`src/rtl/hd_timing_gen.sv`:
```
// rtl/hd_timing_gen.sv - HD raster timing generator, frame-locked to the PAL source
//
// Purpose: divides clk into a pixel strobe with a phase accumulator and runs
// horizontal/vertical raster counters off its falling edge. It decodes
// hsync/vsync/de from the counters and can re-phase the vertical counter to
// LOCK_LINE when the PAL source signals the end of a frame.
//
// Ports:
//   clk            system clock
//   reset          synchronous, active-high reset
//   i_frame_end    one-cycle pulse, end of PAL frame
//   i_lock_en      enables frame lock
//   o_hd_clk       pixel strobe; its falling edge is the pixel advance
//   o_hd_hsync     horizontal sync, active high
//   o_hd_vsync     vertical sync, active high
//   o_hd_de        active video
//   o_h_count      current pixel column
//   o_v_count      current line
//   o_frame_start  one-cycle pulse when the raster enters (0,0)
//   o_locked       last lock event found the raster already in phase
module hd_timing_gen #(
    parameter int H_ACTIVE  = 1280,
    parameter int H_FP      = 440,
    parameter int H_SYNC    = 40,
    parameter int H_BP      = 220,
    parameter int V_ACTIVE  = 720,
    parameter int V_FP      = 5,
    parameter int V_SYNC    = 5,
    parameter int V_BP      = 20,
    parameter int PIX_INC   = 1,
    parameter int PIX_MOD   = 1,
    parameter int LOCK_LINE = 0
) (
    input  logic        clk,
    input  logic        reset,
    input  logic        i_frame_end,
    input  logic        i_lock_en,
    output logic        o_hd_clk,
    output logic        o_hd_hsync,
    output logic        o_hd_vsync,
    output logic        o_hd_de,
    output logic [11:0] o_h_count,
    output logic [10:0] o_v_count,
    output logic        o_frame_start,
    output logic        o_locked
);

    localparam int H_TOTAL  = H_ACTIVE + H_FP + H_SYNC + H_BP;
    localparam int V_TOTAL  = V_ACTIVE + V_FP + V_SYNC + V_BP;
    localparam int HS_START = H_ACTIVE + H_FP;
    localparam int HS_END   = HS_START + H_SYNC;
    localparam int VS_START = V_ACTIVE + V_FP;
    localparam int VS_END   = VS_START + V_SYNC;

    logic [15:0] acc_q, acc_d;
    logic        hd_clk_q, hd_clk_d;
    logic [11:0] h_q, h_d;
    logic [10:0] v_q, v_d;
    logic        hsync_q, hsync_d;
    logic        vsync_q, vsync_d;
    logic        de_q, de_d;
    logic        frame_start_q, frame_start_d;
    logic        locked_q, locked_d;
    logic        lock_req_q, lock_req_d;

    logic [16:0] sum;
    logic        tick;
    logic        pix_adv;
    logic        line_end;
    logic        lock_pending;
    logic        lock_take;
    logic [10:0] v_norm;

    always_comb begin
        // 17-bit sum so a large increment cannot wrap before the compare
        sum   = {1'b0, acc_q} + 17'(PIX_INC);
        tick  = (sum >= 17'(PIX_MOD));
        acc_d = tick ? 16'(sum - 17'(PIX_MOD)) : sum[15:0];

        hd_clk_d = hd_clk_q ^ tick;
        // a tick while the strobe is high is its falling edge
        pix_adv  = tick & hd_clk_q;
        line_end = pix_adv & (h_q == 12'(H_TOTAL - 1));

        // a frame-end pulse coinciding with the line end counts immediately
        lock_pending = lock_req_q | i_frame_end;
        lock_take    = line_end & lock_pending & i_lock_en;

        v_norm = (v_q == 11'(V_TOTAL - 1)) ? 11'd0 : v_q + 11'd1;

        h_d      = h_q;
        v_d      = v_q;
        locked_d = locked_q;
        if (pix_adv) begin
            h_d = line_end ? 12'd0 : h_q + 12'd1;
        end
        if (line_end) begin
            v_d = lock_take ? 11'(LOCK_LINE) : v_norm;
        end
        if (lock_take) begin
            locked_d = (v_norm == 11'(LOCK_LINE));
        end

        // request survives only while lock is enabled and no line end has taken it
        lock_req_d = i_lock_en & ~line_end & lock_pending;

        frame_start_d = pix_adv & (h_d == 12'd0) & (v_d == 11'd0);

        hsync_d = (h_d >= 12'(HS_START)) && (h_d < 12'(HS_END));
        vsync_d = (v_d >= 11'(VS_START)) && (v_d < 11'(VS_END));
        de_d    = (h_d < 12'(H_ACTIVE)) && (v_d < 11'(V_ACTIVE));
    end

    always_ff @(posedge clk) begin
        if (reset) begin
            acc_q         <= '0;
            hd_clk_q      <= 1'b0;
            h_q           <= '0;
            v_q           <= '0;
            hsync_q       <= 1'b0;
            vsync_q       <= 1'b0;
            de_q          <= 1'b1;
            frame_start_q <= 1'b0;
            locked_q      <= 1'b0;
            lock_req_q    <= 1'b0;
        end else begin
            acc_q         <= acc_d;
            hd_clk_q      <= hd_clk_d;
            h_q           <= h_d;
            v_q           <= v_d;
            hsync_q       <= hsync_d;
            vsync_q       <= vsync_d;
            de_q          <= de_d;
            frame_start_q <= frame_start_d;
            locked_q      <= locked_d;
            lock_req_q    <= lock_req_d;
        end
    end

    assign o_hd_clk      = hd_clk_q;
    assign o_hd_hsync    = hsync_q;
    assign o_hd_vsync    = vsync_q;
    assign o_hd_de       = de_q;
    assign o_h_count     = h_q;
    assign o_v_count     = v_q;
    assign o_frame_start = frame_start_q;
    assign o_locked      = locked_q;

endmodule

```
`config.mk`:
```
export PLATFORM = sky130hd
export DESIGN_NAME = hd_timing_gen
export DESIGN_NICKNAME = d
export VERILOG_FILES = /design/src/rtl/hd_timing_gen.sv
export SDC_FILE = /design/constraint.sdc
export NUM_CORES = 1
export LEC_CHECK = 0
export ABC_AREA = 1
export ABC_CLOCK_PERIOD_IN_PS = 3200
export BUFFER_PORTS_ARGS = -buffer_cell sky130_fd_sc_hd__buf_4
export CORE_MARGIN = 2
export CORE_UTILIZATION = 54
export DETAILED_ROUTE_END_ITERATION = 8
export PLACE_DENSITY = 0.77
export SYNTH_ARGS = -nofsm -noshare
export SYNTH_HDL_FRONTEND = slang
export SYNTH_SLANG_ARGS = --single-unit
```
`constraint.sdc`:
```
create_clock -name clk -period 3.2 [get_ports clk]
set_input_delay 0.16 -clock clk [delete_from_list [all_inputs] [get_ports clk]]
set_output_delay 0.16 -clock clk [all_outputs]
set_load 0.1 [all_outputs]
```
==> results of run 1 <==
## routing by layer
layer | track usage [%] | wire length, um | vias to the layer above
met4 | 11.0 | 329 | 0
met5 | 0 | 0 | -
met3 | 3.34 | 539 | 35
met1 | 32.8 | 4200 | 1805
met2 | 47.7 | 5210 | 148
li1 | - | - | 1971
## layout by cell type (no fill, tap or decap), drive strengths merged
cell type,n
nor3,10
o21ai,12
clkbuf,5
bufinv,1
a21oi,4
buf,69
nand2,184
or2,1
a21boi,1
nand3,55
xor2,10
nor3b,1
xnor2,3
a31oi,1
mux2i,1
clkinv,2
ha,6
nor2,133
and2,1
dfxtp,46
nand4,18
inv,85
o21bai,4
nand3b,5
## synthesized netlist by cell type, types with 2 or more instances
cell type  instances  area [um2]
nor2_1           108         405
buf_2              3        15.0
nand3_2            2        20.0
nand3_1           53         265
nand3b_1           5        37.5
inv_1             81         304
nor3_1            10        50.1
o21bai_1           4        30.0
dfxtp_1           46         921
o21ai_0           10        50.1
clkbuf_1           5        18.8
nand2_2           25         156
nor2_4             8        90.1
ha_1               6        75.1
a21oi_1            4        20.0
nor2_2            16         100
inv_2              3        11.3
nand2_4            4        45.0
xor2_1            10        87.6
nand4_1           17         106
nand2_1          155         582
xnor2_1            3        26.3
## through the flow
step	hold slack [ps]	TNS [ps]	total power, mW	area, um2
5_1_grt	121	-305	1.15	4450
2_1_floorplan	244	0	0.642	3510
3_3_place_gp	426	0	0.659	3910
3_5_place_dp	417	-67.4	0.659	3910
4_1_cts	94.6	0	1.11	4030
6_report	108	0	1.12	4450
## worst reg2reg max path: stages, from the launching register on
cell	delay, ps
dfxtp_2	350
ha_4	170
or2_2	280
nand2_2	70
inv_1	60
nor2_2	110
nand2_2	80
nor2_2	110
nand2_1	50
nor2_1	110
nand2_1	80
nand4_1	80
ha_2	230
buf_6	130
nand3_4	80
nor3_4	220
nand3b_1	150
o21bai_1	200
nand2_2	120
inv_1	70
nand2_1	50
nand2_1	70
nand2_1	50
nand2_1	70
inv_1	40
## power groups by stage
stage | combinational [mW] | sequential, mW | clock [mW]
after detailed placement | 0.0666 | 0.593 | 0
after global placement | 0.0658 | 0.593 | 0
final | 0.0754 | 0.579 | 0.466
after floorplan | 0.0245 | 0.617 | 0
after global routing | 0.0808 | 0.579 | 0.491
after CTS | 0.0667 | 0.579 | 0.463
## repair_timing
item | in CTS | in global routing
setup buffers | 0 | 21
pin swaps | 0 | 26
gates cloned | 0 | 2
endpoints found under the setup margin | 4 | 8
gates resized for setup | 5 | 72
## worst max path at each step
stage	startpoint	end	slack (ps)	cells past startpoint
after global placement	acc_q[0]$_SDFFE_PP0P_	o_frame_start$_SDFF_PP0_	60	23
after CTS	acc_q[0]$_SDFFE_PP0P_	o_frame_start$_SDFF_PP0_	10	23
after floorplan	acc_q[0]$_SDFFE_PP0P_	o_hd_de$_SDFF_PP1_	50	28
after detailed placement	acc_q[0]$_SDFFE_PP0P_	o_frame_start$_SDFF_PP0_	-40	23
final	acc_q[0]$_SDFFE_PP0P_	o_hd_de$_SDFF_PP1_	70	24
after global routing	acc_q[1]$_SDFF_PP0_	o_hd_de$_SDFF_PP1_	-100	25
## area by class of cell
| cell class | instances | share of cell area, % |
|---|---|---|
| multi-input combinational | 450 | 55.0 |
| timing repair buffer | 69 | 12.2 |
| clock inverter | 3 | 0.983 |
| inverter | 85 | 7.16 |
| tap | 77 | 2.16 |
| clock buffer | 5 | 1.54 |
| sequential | 46 | 21.0 |
## cells by family (layout without fill, tap and decap cells)
group,Yosys count,in the layout
xor gates and xnor gates,13,13
muxes,1,1
buffers and inverters,94,162
and+or+nand+nor,407,408
AOI/OAI and AO/OA,22,22
DFF,46,46
adders and majority gates,6,6
## flip-flops by register name, summed over array words and instances (netlist names)
| signal | cells |
|---|---|
| o_locked | 1 |
| o_hd_vsync | 1 |
| o_hd_hsync | 1 |
| o_hd_clk | 1 |
| o_v_count | 11 |
| acc_q | 16 |
| o_h_count | 12 |
| o_hd_de | 1 |
| o_frame_start | 1 |
| lock_req_q | 1 |
==> results.md, run 1 <==
- Multi-input logic area: 2450 um2
- Seq/Total Area, Yosys: 26.3%
- Final max-slew violation count: 0
- Arrival @ worst endpoint: 3340 ps
- N_diodes: 0
- Critical path's top delay family: simple AND/OR/NAND/NOR gates
- Sequential power share: about half
- WP buf/inv: 4
- Initial antenna violation count: 0
- Worst path slowest cell: dfxtp_2
- Mean Syn Cell Area: 5.95 um2
- DRC: 0
- Final hold violations: 0
- RSZ-0062 raised after global routing: yes
- Filler cells: 537
- Port Buffers: 32
- Crit path time final: between 3000 and 4000 ps
- Finished Layout Cells: approximately 740
- Final ANT Viol Nets: 0
- Final core occ: 70.6%
- Area Overhead vs Synth: 27.1%
- Number of global-route vias before repair: 3535
- Via count: 3959
- Routed len/inst: 14.0 um
- Hold depth: 3
- Worst vdd ir: 0.207 mV
- Setup ws final: around 68 ps
- Pre-CTS setup slack: -35.5 ps
- Die Height: 84.6 um
- Status: finished clean
- Setup CP Type: flip-flop to flip-flop
- Total core area: 6310 um2
- FF-to-FF path depth: 24
- Crit start category: flip-flop
- Synthesis Warnings: 0
- Commonest register cell after synthesis: dfxtp_1
- P_int: 0.829 mW
- Post-Synth XOR/XNOR Area: 3.25%
- H-tree levels: 2
- GRT Total Usage: 26.9%
- Largest family of logic cells by synthesized area: simple AND/OR/NAND/NOR gates
- Clock Skews: 16.7 ps
- Hold Crit Start: i_lock_en
- Total gr overflow: 0
- Cell Rows: 29
- Cell Pwr Density: 252 nW/um2
- Clk buf depth: 2
- Post-placement cell count: roughly 700
- Distinct cells, synth: 33
- Internal reg-to-reg setup slack: 70 ps
- Die width: 84.6 um
- CTS tree: yes
- Comb pwr share: between 6 and 7%
- Synth Area in Compound Gates: 3.64%
- Reg-to-reg startpoint: acc_q[0]$_SDFFE_PP0P_
- Clock tree root driver cell: clkbuf_8
- Num ports: 33
- F_max: ~0.32 GHz
- Mux cell area share after synthesis: 0.286%
- GP Congestion: ~0.95
- Slew headroom: 66.5%
- Via density: between 5 and 6
- Yosys reg bits: 46
- FF/Latch Area: 935 um2
- Psw: 0.291 mW
- DIE AREA: 7150 um2
- Final Cycle Share: 97.9%
- Setup-failing EPs final: 0
- Reg2reg end: o_hd_de$_SDFF_PP1_
- Leakage: 2.25 nW
- Post-Synth Adder-Cell Area: about 2.1%
- Setup crit end kind: flip-flop
- HP Class: primary input to flip-flop
- Drt first pass iters: 4
- Largest net degree at the start of global routing: 41
- Worst-Skew Late Latency: between 300 and 400 ps
- WL final: around 10 mm
- Worst endpoint required time: 3410 ps
- Fraction of registers with async set/reset: 0%
- Hpwl dp: 7.26 mm
- Layout cell share with drive strength beyond 1: 29.8%
- CTS Hold Bufs: 0
- CTS Buf Count: 5
- Worst hold endpoint: lock_req_q$_SDFF_PP0_
- Worst-margin pin slew: 503 ps
- Fin nets: 667
- Clock power frac: 41.6%
- Synth Instances: 589
- Post-synthesis cell area: around 3500 um2
- Initial drt markers: 239
- Crit-path cells: ha_4 -> or2_2 -> nand2_2 -> inv_1 -> nor2_2 -> nand2_2 -> nor2_2 -> nand2_1 -> nor2_1 -> nand2_1 -> nand4_1 -> ha_2 -> buf_6 -> nand3_4 -> nor3_4 -> nand3b_1 -> o21bai_1 -> nand2_2 -> inv_1 -> nand2_1 -> nand2_1 -> nand2_1 -> nand2_1 -> inv_1
- CTS clk-pin slew, worst paths: 110 ps
- Mapped Nets: 599
- Crit path max fanout: 4
- Critical Path Max Stage Delay: between 300 and 400 ps
- Max-cap violation count: 0
- Initial Utilization: between 50% and 60%
- Post-Synth Simple-Gate Area: 53.9%
- First-pass GRT wire length: 15.8 mm
- Crit-path most repeated cell: nand2_1
- Number of synthesized flops with an enable pin: 0
- Sw Share: 26.0%
- Clock sink total: 46
(Power assumes the default switching activity.)
==> run 2, diff against run 1 <==
--- a/config.mk
+++ b/config.mk
@@ -8,7 +8,7 @@
 export ABC_AREA = 1
 export ABC_CLOCK_PERIOD_IN_PS = 3200
 export BUFFER_PORTS_ARGS = -buffer_cell sky130_fd_sc_hd__buf_4
-export CORE_MARGIN = 2
+export CORE_MARGIN = 4
 export CORE_UTILIZATION = 54
 export DETAILED_ROUTE_END_ITERATION = 8
 export PLACE_DENSITY = 0.77
==> results.md, run 2 (synthesis results as in run 1) <==
- Status: finished clean
- Filler cells: 559 (+4.1%)
- Layout cell share with drive strength beyond 1: 24.7% (-5.1 points)
- Cell Rows: 29 (unchanged)
- Crit start category: flip-flop
- Via density: 5.29 (-1.8%)
- GRT Total Usage: 25.3% (-1.6 points)
- GRT met2 Usage: 44.0% (-3.7 points)
- N_diodes: 0 (unchanged)
- Reg-to-reg startpoint: acc_q[1]$_SDFF_PP0_
- First-pass GRT wire length: 15.8 mm (-0.26%)
- Internal reg-to-reg setup slack: 150 ps (+80 ps)
- Total Power: 1.06 mW (-5.5%)
- Max-cap violation count: 0 (unchanged)
- Arrival @ worst endpoint: 3300 ps (-40 ps)
- Slew headroom: 67.0% (+0.52 points)
- WL final: 9.67 mm (-5.9%)
- Cell Pwr Density: 250 nW/um2 (-0.80%)
- Clk buf depth: 2 (unchanged)
- Reg with most FFs: acc_q
- Total gr overflow: 0 (unchanged)
- Clock tree root driver cell: clkbuf_8
- Critical path destination: o_frame_start$_SDFF_PP0_
- Met1 Use GR: 30.7% (-2.1 points)
- Total core area: 6310 um2 (unchanged)
- FF-to-FF path depth: 23 (-4.2%)
- Setup-failing EPs final: 0 (unchanged)
- GP Congestion: 0.917 (-3.7%)
- Final hold violations: 0 (unchanged)
- Most frequent cells in the layout: 151 x nand2_1, 95 x nor2_1, 81 x inv_1
- Most common cell after layout, fill and taps aside: nand2_1
- Reg2reg end: o_frame_start$_SDFF_PP0_
- Fin nets: 653 (-2.1%)
- DIE AREA: 7850 um2 (+9.7%)
- Max reg flops: 16 (unchanged)
- Initial drt markers: 218 (-8.8%)
- CTS Buf Count: 5 (unchanged)
- Post-placement cell count: 705 (+0.14%)
- Number of global-route vias before repair: 3510 (-0.71%)
- Worst-margin pin slew: 495 ps (-7.81 ps)
- Worst endpoint required time: 3450 ps (+40 ps)
- Setup crit end kind: flip-flop
- CP startpoint: acc_q[1]$_SDFF_PP0_
- Crit path time final: 3050 ps (-77.5 ps)
- M3 GR Usage: 3.82% (+0.47 points)
- Area Overhead vs Synth: 21.1%
- Crit path max fanout: 5 (+1)
- Largest net degree at the start of global routing: 41 (unchanged)
- RSZ-0062 raised after global routing: yes
- Routed len/inst: 13.4 um (-4.1%)
- Clock Skews: 13.3 ps (-3.41 ps)
- Port Buffers: 32 (unchanged)
- Initial Utilization: 55.5% (unchanged)
- Final Cycle Share: 95.5% (-2.4 points)
- Die Height: 88.6 um (+4.7%)
- Die width: 88.6 um (+4.7%)
- CTS tree: yes
- Num ports: 33 (unchanged)
- Via count: 3814 (-3.7%)
- Final max-slew violation count: 0 (unchanged)
- Drt first pass iters: 5 (+1)
- Worst vdd ir: 0.225 mV (+8.6%)
- Clock sink total: 46 (unchanged)
- Worst-Skew Late Latency: 310 ps (about the same)
- Leakage: 2.16 nW (-4.3%)
- Final ANT Viol Nets: 0 (unchanged)
- Finished Layout Cells: 721 (-1.9%)
- Initial antenna violation count: 0 (unchanged)
- HP Class: primary input to flip-flop
- CTS clk-pin slew, worst paths: 90 ps (-20 ps)
- F_max: 0.327 GHz (+2.5%)
- H-tree levels: 2 (unchanged)
- Busiest grt layer: met2
- Setup CP Type: flip-flop to flip-flop
- DRC: 0 (unchanged)
- Hpwl dp: 7.23 mm (-0.33%)
-- run 2: final cells by class --
class,count,area [um2],area share (%)
repair buffers,56,432,10.2
clock buffers,7,96.3,2.27
flip-flops and latches,46,937,22.1
multi-input cells,449,2360,55.5
inverters,85,319,7.52
clock inverters,1,8.76,0.206
well taps,77,96.3,2.27
-- run 2: where the power goes --
group | total, mW | leakage, nW | switching (mW) | internal, mW
clock | 0.412 | 0.0544 | 0.214 | 0.198
combinational | 0.0701 | 1.73 | 0.0527 | 0.0173
sequential | 0.577 | 0.376 | 0.00363 | 0.573
-- run 2: worst min-delay path by stage --
| stage | from | end | slack [ps] | depth (start not counted) |
|---|---|---|---|---|
| 2_1_floorplan | reset | o_v_count[9]$_SDFF_PP0_ | 240 | 1 |
| 3_3_place_gp | i_lock_en | lock_req_q$_SDFF_PP0_ | 430 | 3 |
| 3_5_place_dp | i_lock_en | lock_req_q$_SDFF_PP0_ | 420 | 3 |
| 4_1_cts | i_lock_en | lock_req_q$_SDFF_PP0_ | 100 | 3 |
| 5_1_grt | i_lock_en | lock_req_q$_SDFF_PP0_ | 100 | 3 |
| 6_report | i_lock_en | lock_req_q$_SDFF_PP0_ | 100 | 3 |
-- run 2: worst max-delay path: stages, from the launching register on --
cell	delay (ps)
dfxtp_4	370
ha_4	180
or2_2	270
nand2_1	90
inv_1	70
nor2_2	110
nand2_1	90
nor2_1	90
nand2_1	50
nor2_1	100
nand2_1	70
nand4_1	80
ha_2	220
buf_6	130
nand3_4	80
nor3_4	200
nand3b_1	170
nor2_1	130
nor2_1	50
nand2_1	110
nand3_1	90
nor2_1	100
nand3_1	70
nor2_1	80
-- run 2: per-stage QoR --
| step | area (um2) | hold WS, ps | setup WS, ps | setup TNS (ps) | util, % |
|---|---|---|---|---|---|
| 2_1_floorplan | 3510 | 244 | 53.8 | 0 | - |
| 3_3_place_gp | 3910 | 430 | 95.7 | 0 | 62.0 |
| 3_5_place_dp | 3910 | 416 | 21.1 | 0 | 62.0 |
| 4_1_cts | 4020 | 96.7 | 24.3 | 0 | 63.7 |
| 5_1_grt | 4250 | 96.4 | -106 | -328 | 67.2 |
| 6_report | 4250 | 102 | 145 | 0 | 67.2 |
-- run 2: repair_timing --
action                                  in CTS  in global routing
gates resized for setup                      2                 45
endpoints found under the setup margin       3                 15
buffers inserted                             0                  8
hold endpoints to repair                     0                  0
gates cloned                                 0                  0
hold buffers                                 0                  0
pin swaps                                    0                 24
-- run 2: routing by layer --
layer | vias up | wire length [um]
met5 | - | 0
met4 | 0 | 313
met3 | 27 | 486
met2 | 127 | 4810
met1 | 1722 | 4060
li1 | 1938 | -
==> run 3, diff against run 2 <==
--- a/config.mk
+++ b/config.mk
@@ -12,6 +12,7 @@
 export CORE_UTILIZATION = 54
 export DETAILED_ROUTE_END_ITERATION = 8
 export PLACE_DENSITY = 0.77
+export RECOVER_POWER = 100
 export SYNTH_ARGS = -nofsm -noshare
 export SYNTH_HDL_FRONTEND = slang
 export SYNTH_SLANG_ARGS = --single-unit
==> results.md, run 3 (synthesis results as in run 1) <==
- Total core area: 6310 um2 (unchanged)
- Pre-CTS setup slack: 21.1 ps (unchanged)
- Worst-margin pin slew: 1180 ps (+680 ps)
- RSZ-0062 raised after global routing: yes
- Die width: 88.6 um (unchanged)
- Worst vdd ir: 0.226 mV (+0.34%)
- Cell Rows: 29 (unchanged)
- Finished Layout Cells: 721 (unchanged)
- DIE AREA: 7850 um2 (unchanged)
- Psw: 0.272 mW (+0.77%)
- Final ANT Viol Nets: 0 (unchanged)
- Layout cell share with drive strength beyond 1: 21.6% (-3.1 points)
- Worst endpoint required time: 3450 ps (about the same)
- Reg2reg end: o_hd_hsync$_SDFF_PP0_
- WP buf/inv: 2 (unchanged)
- Clock Skews: 15.1 ps (+1.88 ps)
- Crit start category: flip-flop
- Setup crit end kind: flip-flop
- Clock tree root driver cell: clkbuf_8
- Slew headroom: 22.0% (-45 points)
- Crit-path cells: ha_4 -> or2_2 -> nand2_1 -> inv_1 -> nor2_2 -> nand2_1 -> nor2_1 -> nand2_1 -> nor2_1 -> nand2_1 -> nand4_1 -> ha_2 -> buf_6 -> nand3_4 -> nor3_4 -> nand3b_1 -> o21bai_1 -> nand2_1 -> nor2_1 -> nand4_1 -> nor2_1
- Critical Path Max Stage Delay: 370 ps (about the same)
- First-pass GRT wire length: 15.8 mm (unchanged)
- Max-cap violation count: 0 (unchanged)
- Filler cells: 576 (+3.0%)
- Final Cycle Share: 96.0% (+0.57 points)
- FF-to-FF path depth: 21 (-8.7%)
- Status: finished clean
- Hold Crit Start: i_lock_en
- Internal reg-to-reg setup slack: 130 ps (-20 ps)
- Total gr overflow: 0 (unchanged)
- Most frequent cells in the layout: 151 x nand2_1, 95 x nor2_1, 81 x inv_1
- Most common cell after layout, fill and taps aside: nand2_1
- DRC: 0 (unchanged)
- Largest net degree at the start of global routing: 41 (unchanged)
- Hold depth: 3 (unchanged)
- GRT Total Usage: 25.3% (unchanged)
- WHS: 101 ps (-0.245 ps)
- Worst path slowest cell: dfxtp_4
- WL final: 9.67 mm (about the same)
- F_max: 0.325 GHz (-0.60%)
- P_int: 0.787 mW (-0.29%)
- Port Buffers: 32 (unchanged)
- Critical path's top delay family: simple AND/OR/NAND/NOR gates
- Worst-Skew Late Latency: 310 ps (about the same)
- Post-placement cell count: 705 (unchanged)
- Setup ws final: 127 ps (-18.3 ps)
- Clock sink total: 46 (unchanged)
- Final max-slew violation count: 0 (unchanged)
- Num ports: 33 (unchanged)
- Die Height: 88.6 um (unchanged)
- Clock power frac: 39.1% (+0.2 points)
- Clk buf depth: 2 (unchanged)
- HP Class: primary input to flip-flop
- Sequential power share: 54.5% (about the same)
- Number of global-route vias before repair: 3510 (unchanged)
- Crit path max fanout: 5 (unchanged)
- Routed len/inst: 13.4 um (about the same)
- CTS Buf Count: 5 (unchanged)
- Area Overhead vs Synth: 19.0%
- Leakage: 2.07 nW (-3.9%)
- Arrival @ worst endpoint: 3320 ps (+20 ps)
- Initial drt markers: 261 (+20%)
- CTS clk-pin slew, worst paths: 90 ps (about the same)
- Worst hold endpoint: lock_req_q$_SDFF_PP0_
- Via count: 3810 (-0.10%)
- Max reg flops: 16 (unchanged)
- Drt first pass iters: 5 (unchanged)
- Setup-failing EPs final: 0 (unchanged)
- Comb pwr share: 6.4% (-0.2 points)
- Via density: 5.28 (-0.10%)
- Sw Share: 25.7% (+0.20 points)
- H-tree levels: 2 (unchanged)
- Crit path time final: 3070 ps (+18.3 ps)
- Crit-path most repeated cell: nand2_1
- Total Power: 1.06 mW (about the same)
- N_diodes: 0 (unchanged)
- Final hold violations: 0 (unchanged)
- CTS tree: yes
- Hpwl dp: 7.23 mm (unchanged)
- Reg-to-reg startpoint: acc_q[1]$_SDFF_PP0_
- Reg with most FFs: acc_q
- Initial antenna violation count: 0 (unchanged)
- Fin nets: 653 (unchanged)
- Initial Utilization: 55.5% (unchanged)
- GP Congestion: 0.917 (unchanged)
- Cell Pwr Density: 254 nW/um2 (+1.8%)
- Setup CP Type: flip-flop to flip-flop
-- run 3: changes by cell type in the layout (fill, tap and decap cells not counted) --
cell / change
clkbuf_1: +20
buf_4: -20
-- run 3: worst max-delay path by stage --
stage                               start                        to  slack [ps]  depth (start not counted)
CTS                 acc_q[0]$_SDFFE_PP0P_  o_frame_start$_SDFF_PP0_          20                         23
finish                acc_q[1]$_SDFF_PP0_     o_hd_hsync$_SDFF_PP0_         130                         21
global route        acc_q[0]$_SDFFE_PP0P_        o_hd_de$_SDFF_PP1_        -110                         25
global placement    acc_q[0]$_SDFFE_PP0P_  o_frame_start$_SDFF_PP0_         100                         23
floorplan           acc_q[0]$_SDFFE_PP0P_        o_hd_de$_SDFF_PP1_          50                         28
detailed placement  acc_q[0]$_SDFFE_PP0P_  o_frame_start$_SDFF_PP0_          20                         23
-- run 3: area by class of cell --
class	instances	area [um2]	area share, %
timing repair buffer	56	357	8.55
clock buffer	7	96.3	2.31
multi-input combinational	449	2360	56.5
inverter	85	319	7.65
clock inverter	1	8.76	0.210
tap	77	96.3	2.31
sequential	46	937	22.5
-- run 3: power by group through the flow --
stage	Clock, mW	Sequential [mW]	Combinational (mW)
floorplan	0	0.617	0.0245
global placement	0	0.593	0.0661
detailed placement	0	0.593	0.0664
CTS	0.422	0.579	0.0664
global route	0.441	0.577	0.0716
finish	0.415	0.577	0.0677
-- run 3: worst reg2reg max path, cell delays in order, from the launching register on --
cell	delay, ps
dfxtp_4	370
ha_4	180
or2_2	270
nand2_1	90
inv_1	70
nor2_2	110
nand2_1	90
nor2_1	90
nand2_1	50
nor2_1	100
nand2_1	70
nand4_1	80
ha_2	220
buf_6	140
nand3_4	80
nor3_4	200
nand3b_1	160
o21bai_1	180
nand2_1	130
nor2_1	140
nand4_1	110
nor2_1	100
-- run 3: metrics by stage --
step                      setup TNS (ps)  utilization [%]  instance area [um2]
after floorplan                        0                -                 3510
after global placement                 0             62.0                 3910
after detailed placement               0             62.0                 3910
after CTS                              0             63.7                 4020
after global routing                -328             66.1                 4170
final                                  0             66.1                 4170
-- run 3: per-layer routing --
layer / up-vias / global-route usage, % / part of all wire (%) / wire length (um)
met4: 0 / 11.7 / 3.7 / 361
met5: - / 0 / 0 / 0
met1: 1717 / 30.7 / 42 / 4020
met2: 124 / 44.0 / 49 / 4780
met3: 34 / 3.82 / 5.3 / 508
li1: 1935 / - / - / -
-- run 3: repair_timing --
item                                   4_1_cts  5_1_grt
hold buffers                                 0        0
setup endpoints to repair                    3       15
endpoints found under the hold margin        0        0
gates resized for setup                      2       45
pin swaps                                    0       24
setup buffers                                0        8
